`src/rtl/instr_fetch_unit.sv`:
```
// Instruction fetch: PC, credit-limited imem requests, in-order instruction FIFO, redirect flush.
// Latency: request accept -> memory latency -> +1 cycle until instr_valid.
// Backpressure: requests stop when in-flight plus buffered words reach DEPTH; decode stalls via instr_ready.
module fifo #(
    parameter int W     = 32,
    parameter int DEPTH = 2
) (
    input  logic                    clk,
    input  logic                    reset,
    input  logic                    flush,
    input  logic                    push_vld,
    input  logic [W-1:0]            push_dat,
    input  logic                    pop_rdy,
    output logic                    head_vld,
    output logic [W-1:0]            head_dat,
    output logic [$clog2(DEPTH):0]  count
);
    localparam int AW = $clog2(DEPTH);
    localparam logic [AW:0] FULL = (AW+1)'(DEPTH);

    logic [W-1:0] mem [DEPTH];
    logic [AW:0]  wptr;
    logic [AW:0]  rptr;
    logic         do_push;
    logic         do_pop;

    assign count    = wptr - rptr;
    assign head_vld = (count != '0);
    assign head_dat = mem[rptr[AW-1:0]];
    assign do_pop   = pop_rdy && head_vld;
    assign do_push  = push_vld && ((count != FULL) || do_pop);

    always_ff @(posedge clk) begin
        if (reset || flush) begin
            wptr <= '0;
            rptr <= '0;
        end else begin
            if (do_push) wptr <= wptr + 1'b1;
            if (do_pop)  rptr <= rptr + 1'b1;
        end
    end

    // Storage carries no reset; only the pointers define occupancy.
    always_ff @(posedge clk) begin
        if (do_push) mem[wptr[AW-1:0]] <= push_dat;
    end
endmodule

module instr_fetch_unit #(
    parameter int                ADDR_W   = 32,
    parameter logic [ADDR_W-1:0] RESET_PC = '0,
    parameter int                DEPTH    = 2
) (
    input  logic              clk,
    input  logic              reset,
    output logic              imem_req_valid,
    input  logic              imem_req_ready,
    output logic [ADDR_W-1:0] imem_addr,
    input  logic              imem_resp_valid,
    input  logic [31:0]       imem_resp_data,
    output logic              instr_valid,
    input  logic              instr_ready,
    output logic [31:0]       instr,
    output logic [ADDR_W-1:0] instr_pc,
    output logic [5:0]        opcode,
    input  logic              redirect_valid,
    input  logic [ADDR_W-1:0] redirect_pc
);
    localparam int CW = $clog2(DEPTH) + 1;

    typedef struct packed {
        logic [31:0]       word;
        logic [ADDR_W-1:0] pc;
    } entry_t;

    logic [ADDR_W-1:0] pc;
    logic [ADDR_W-1:0] resp_pc;
    logic [ADDR_W-1:0] redirect_target;
    logic [CW-1:0]     outstanding;
    logic [CW-1:0]     drop_cnt;
    logic [CW-1:0]     fifo_cnt;
    logic [CW:0]       inflight;
    logic              req_fire;
    logic              resp_keep;
    logic              head_vld;
    entry_t            push_dat;
    entry_t            head_dat;
    logic              unused_redirect_lsb;

    assign unused_redirect_lsb = ^redirect_pc[1:0];
    assign redirect_target     = {redirect_pc[ADDR_W-1:2], 2'b00};

    // Requests only go out while every possible return still has a FIFO slot.
    assign inflight       = {1'b0, outstanding} + {1'b0, fifo_cnt};
    assign imem_req_valid = !reset && !redirect_valid && (inflight < (CW+1)'(DEPTH));
    assign imem_addr      = pc;
    assign req_fire       = imem_req_valid && imem_req_ready;

    assign resp_keep     = imem_resp_valid && !redirect_valid && (drop_cnt == '0);
    assign push_dat.word = imem_resp_data;
    assign push_dat.pc   = resp_pc;

    fifo #(.W($bits(entry_t)), .DEPTH(DEPTH)) u_fifo (
        .clk      (clk),
        .reset    (reset),
        .flush    (redirect_valid),
        .push_vld (resp_keep),
        .push_dat (push_dat),
        .pop_rdy  (instr_ready),
        .head_vld (head_vld),
        .head_dat (head_dat),
        .count    (fifo_cnt)
    );

    assign instr_valid = head_vld;
    assign instr       = head_vld ? head_dat.word : '0;
    assign instr_pc    = head_vld ? head_dat.pc : '0;
    assign opcode      = head_vld ? head_dat.word[31:26] : 6'b000000;

    always_ff @(posedge clk) begin
        if (reset) begin
            pc          <= RESET_PC;
            resp_pc     <= RESET_PC;
            outstanding <= '0;
            drop_cnt    <= '0;
        end else if (redirect_valid) begin
            // Everything still in flight is wrong-path, including a response arriving now.
            pc          <= redirect_target;
            resp_pc     <= redirect_target;
            outstanding <= outstanding - CW'(imem_resp_valid);
            drop_cnt    <= outstanding - CW'(imem_resp_valid);
        end else begin
            if (req_fire)  pc      <= pc + ADDR_W'(4);
            if (resp_keep) resp_pc <= resp_pc + ADDR_W'(4);
            outstanding <= outstanding + CW'(req_fire) - CW'(imem_resp_valid);
            if (imem_resp_valid && (drop_cnt != '0)) drop_cnt <= drop_cnt - 1'b1;
        end
    end
endmodule

```
`config.mk`:
```
export PLATFORM = sky130hd
export DESIGN_NAME = instr_fetch_unit
export DESIGN_NICKNAME = d
export VERILOG_FILES = /design/src/rtl/instr_fetch_unit.sv
export SDC_FILE = /design/constraint.sdc
export NUM_CORES = 1
export LEC_CHECK = 0
export CORE_ASPECT_RATIO = 0.7
export CORE_MARGIN = 2
export CORE_UTILIZATION = 53
export CTS_BUF_LIST = sky130_fd_sc_hd__clkbuf_8
export DETAILED_ROUTE_END_ITERATION = 7
export GPL_ROUTABILITY_DRIVEN = 0
export GPL_TIMING_DRIVEN = 0
export PLACE_DENSITY = 0.82
export SYNTH_ARGS = -nofsm -noshare
export SYNTH_HDL_FRONTEND = slang
export SYNTH_SLANG_ARGS = --single-unit
```
`constraint.sdc`:
```
create_clock -name clk -period 5.3 [get_ports clk]
set_clock_uncertainty 0.05 [all_clocks]
set_input_delay 1.06 -clock clk [delete_from_list [all_inputs] [get_ports clk]]
set_output_delay 1.06 -clock clk [all_outputs]
set_load 0.01 [all_outputs]
```
==> run metrics <==
CP Class=flop to output pin; I/O Pins=approximately 170; Buffers on Ports=~170; worst hold slack=0.429 ns; n_diodes=0; fin nets=988; RSZ-0062 raised after global routing=false; Root Buffer=clkbuf_8; pins over their slew limit=0; Post-Syn Area=8550 µm²; LEAKAGE=3.75 nW; Worst setup SP type=flop; Fmax=approximately 0.22 GHz; Final Non-Filler Cells=approximately 1100; worst-path fanout max=10; sequential area share after synthesis=0.597; initial drt markers=about 630; DRT Pass-1 Iters=5; CP required=around 4.2 ns; share of layout cells above drive strength 1=0.0748; async set-or-reset flop fraction in the synthesized netlist=0; Worst Tran Pin Value=around 0.90 ns; Layout area overhead=28.3%; # fillers=around 1100; grt ovf=0; R2R Setup Slk=1.57 ns; min Tclk post-route=4.49 ns; vias after detailed routing=6259; die area=~17000 µm²; Setup Buffers After CTS=0; Vias/cell=roughly 5.6; syn_area_per_cell=11.9 µm²; max-cap viol count=0; status=complete, no violations; Area contributors post-synth=edfxtp_1 (44%), dfxtp_1 (16%), mux2i_1 (7.4%), xor2_1 (4.3%), nor2_1 (3.9%); final wirelength=20.8 mm; CTS H-Tree Depth=4; initial antenna violation count=0; Worst-Skew Late Latency=roughly 0.46 ns; synth cell count leaders=edfxtp_1 (124), nor2_1 (89), dfxtp_1 (69), mux2i_1 (63), xor2_1 (42); TritonCTS Buffers=17; Synth warnings=0; fin crit share=0.847; Clock Sink Count=193; first-pass GRT wire length=between 30 and 40 mm; top-count cell post-synth=edfxtp_1; CTS tree=built; # rows=38; DP Cell Count=1091; CP arrival=~3.4 ns; Worst slew margin=0.400; largest net degree at the start of global routing=43; final setup fails=0; Power Dens Cells=286 nW/µm²; clock tree buffer depth=2; Crit-path slowest cell=clkbuf_1; Synth Instances=approximately 720; clock transition at the registers of the reported paths=~0.090 ns; DRC viols=0; Synth Register Bits=193; initial core utilization=0.547; count of final hold-check violations=0; CP Capture Type=output pin; VDD IR max=~0.00017 V; Hold Path Class=flop to flop; synth unique cells=50; Post-synth EDFFs=124; area leader, netlist=edfxtp_1; hpwl dp=about 15 mm; post-cts hold buffer count=0; vias in the first global route=slightly below 6000; post-route ant nets=0; Die H=110 µm; Post-CTS Resized=0; Total GRT Usage=0.247; worst-path cell chain=inv_1 > ha_1 > xnor3_1 > and2_1 > clkbuf_1 > clkbuf_1 > nor2_1 > buf_4 > clkdlybuf4s50_1; CP most frequent cell=clkbuf_1; CP peak stage delay=0.67 ns; routed length per instance=about 19 µm; post-synth top area share=0.435; Multi-input gate area=3100 µm²; Synth Flop Type=edfxtp_1; Register Area=~5000 µm²; die width=~160 µm; core area=between 15000 and 20000 µm²
[layout make-up]
type                            count  area share
Buffer                             44      0.0226
Clock buffer                       20      0.0251
Clock inverter                     12      0.0139
Inverter                           32      0.0109
Multi-Input combinational cell    453       0.283
Sequential cell                   193       0.465
Tap cell                          200      0.0228
Timing Repair Buffer              169       0.157
[cell families (layout without fill, tap and decap cells)]
family	count (synthesis)	in the layout	synth area share
AO/OA/AOI/OAI	91	91	0.0695
XOR/XNOR	61	61	0.0641
adder cells (fa/ha/maj)	8	8	0.0126
buffers and inverters	76	277	0.0430
flip-flops	193	193	0.597
multiplexers	64	64	0.0750
other	1	4	0.000438
AND/OR/NAND/NOR	225	225	0.139
[critical path, delay by kind of cell, from the launching register on]
kind / cells / cell delay (ns)
adders and majority gates: 1 / 0.19
DFF: 1 / 0.38
and+or+nand+nor: 2 / 0.27
xor gates and xnor gates: 1 / 0.28
buffers and inverters: 5 / 1.81
[final timing paths]
path                            depth (start not counted)                        start                          end
worst max-delay path                                    9  u_fifo.wptr[0]$_SDFFE_PP0P_                    opcode[0]
worst min-delay path                                    0     resp_pc[29]$_SDFFE_PP0P_  u_fifo.mem[0][29]$_DFFE_PP_
worst max register to register                         14  u_fifo.wptr[0]$_SDFFE_PP0P_    outstanding[1]$_SDFF_PP0_
worst min register to register                          0     resp_pc[29]$_SDFFE_PP0P_  u_fifo.mem[0][29]$_DFFE_PP_
[metal layers]
layer  routed length [µm]  global-route usage  up-vias  share of wire
met1                 9450               0.346     2967           0.45
met3                 2210              0.0841       15           0.11
li1                     -                   -     2954              -
met4                  142              0.0518        0         0.0068
met5                    0                   0        -              0
met2                 9000               0.377      323           0.43
[layout by cell type, fill, tap and decap left out, types with 3 or more instances in the layout]
cell	n
a211oi_1	11
a21boi_0	30
a21oi_1	27
a31oi_1	4
and2_1	4
and3_1	12
and4_1	6
buf_12	3
buf_2	4
buf_4	10
bufinv_16	3
clkbuf_1	26
clkbuf_8	24
clkdlybuf4s50_1	166
clkinv_2	4
conb_1	4
dfxtp_1	69
edfxtp_1	124
ha_1	7
inv_1	30
mux2i_1	63
nand2_1	34
nand3_1	27
nand4_1	20
nand4b_1	4
nor2_1	88
nor3_1	8
nor4_4	3
o21a_1	5
o21ai_0	6
o22ai_1	3
or3_1	3
xnor2_1	18
xor2_1	42
[sequential cells by signal, indices dropped and copies added (netlist names), named ones only]
| name | flops |
|---|---|
| u_fifo.wptr | 2 |
| u_fifo.mem | 124 |
| resp_pc | 30 |
| u_fifo.rptr | 2 |
| drop_cnt | 2 |
| imem_addr | 30 |
| outstanding | 2 |
[metrics by stage]
| stage | utilization | instance area (µm²) | power, W | setup WS [ns] | TNS, ns |
|---|---|---|---|---|---|
| final | 0.701 | 11000 | 0.00314 | 0.812 | 0 |
| after global routing | 0.701 | 11000 | 0.00325 | 0.680 | 0 |
| after CTS | 0.701 | 11000 | 0.00315 | 0.789 | 0 |
| after detailed placement | 0.674 | 10500 | 0.00215 | 1.30 | 0 |
| after global placement | 0.670 | 10500 | 0.00214 | -1.59 | -98.27 |
| after floorplan | - | 8570 | 0.00194 | 0.558 | 0 |
[power breakdown]
| part | leakage, nW | switching [W] | internal [W] | total [W] |
|---|---|---|---|---|
| clock | 0.219 | 0.000512 | 0.000506 | 0.00102 |
| sequential | 1.71 | 0.0000615 | 0.00167 | 0.00173 |
| combinational | 1.82 | 0.000192 | 0.000196 | 0.000389 |
| total | 3.75 | 0.000766 | 0.00237 | 0.00314 |
(Power assumes the default switching activity.)
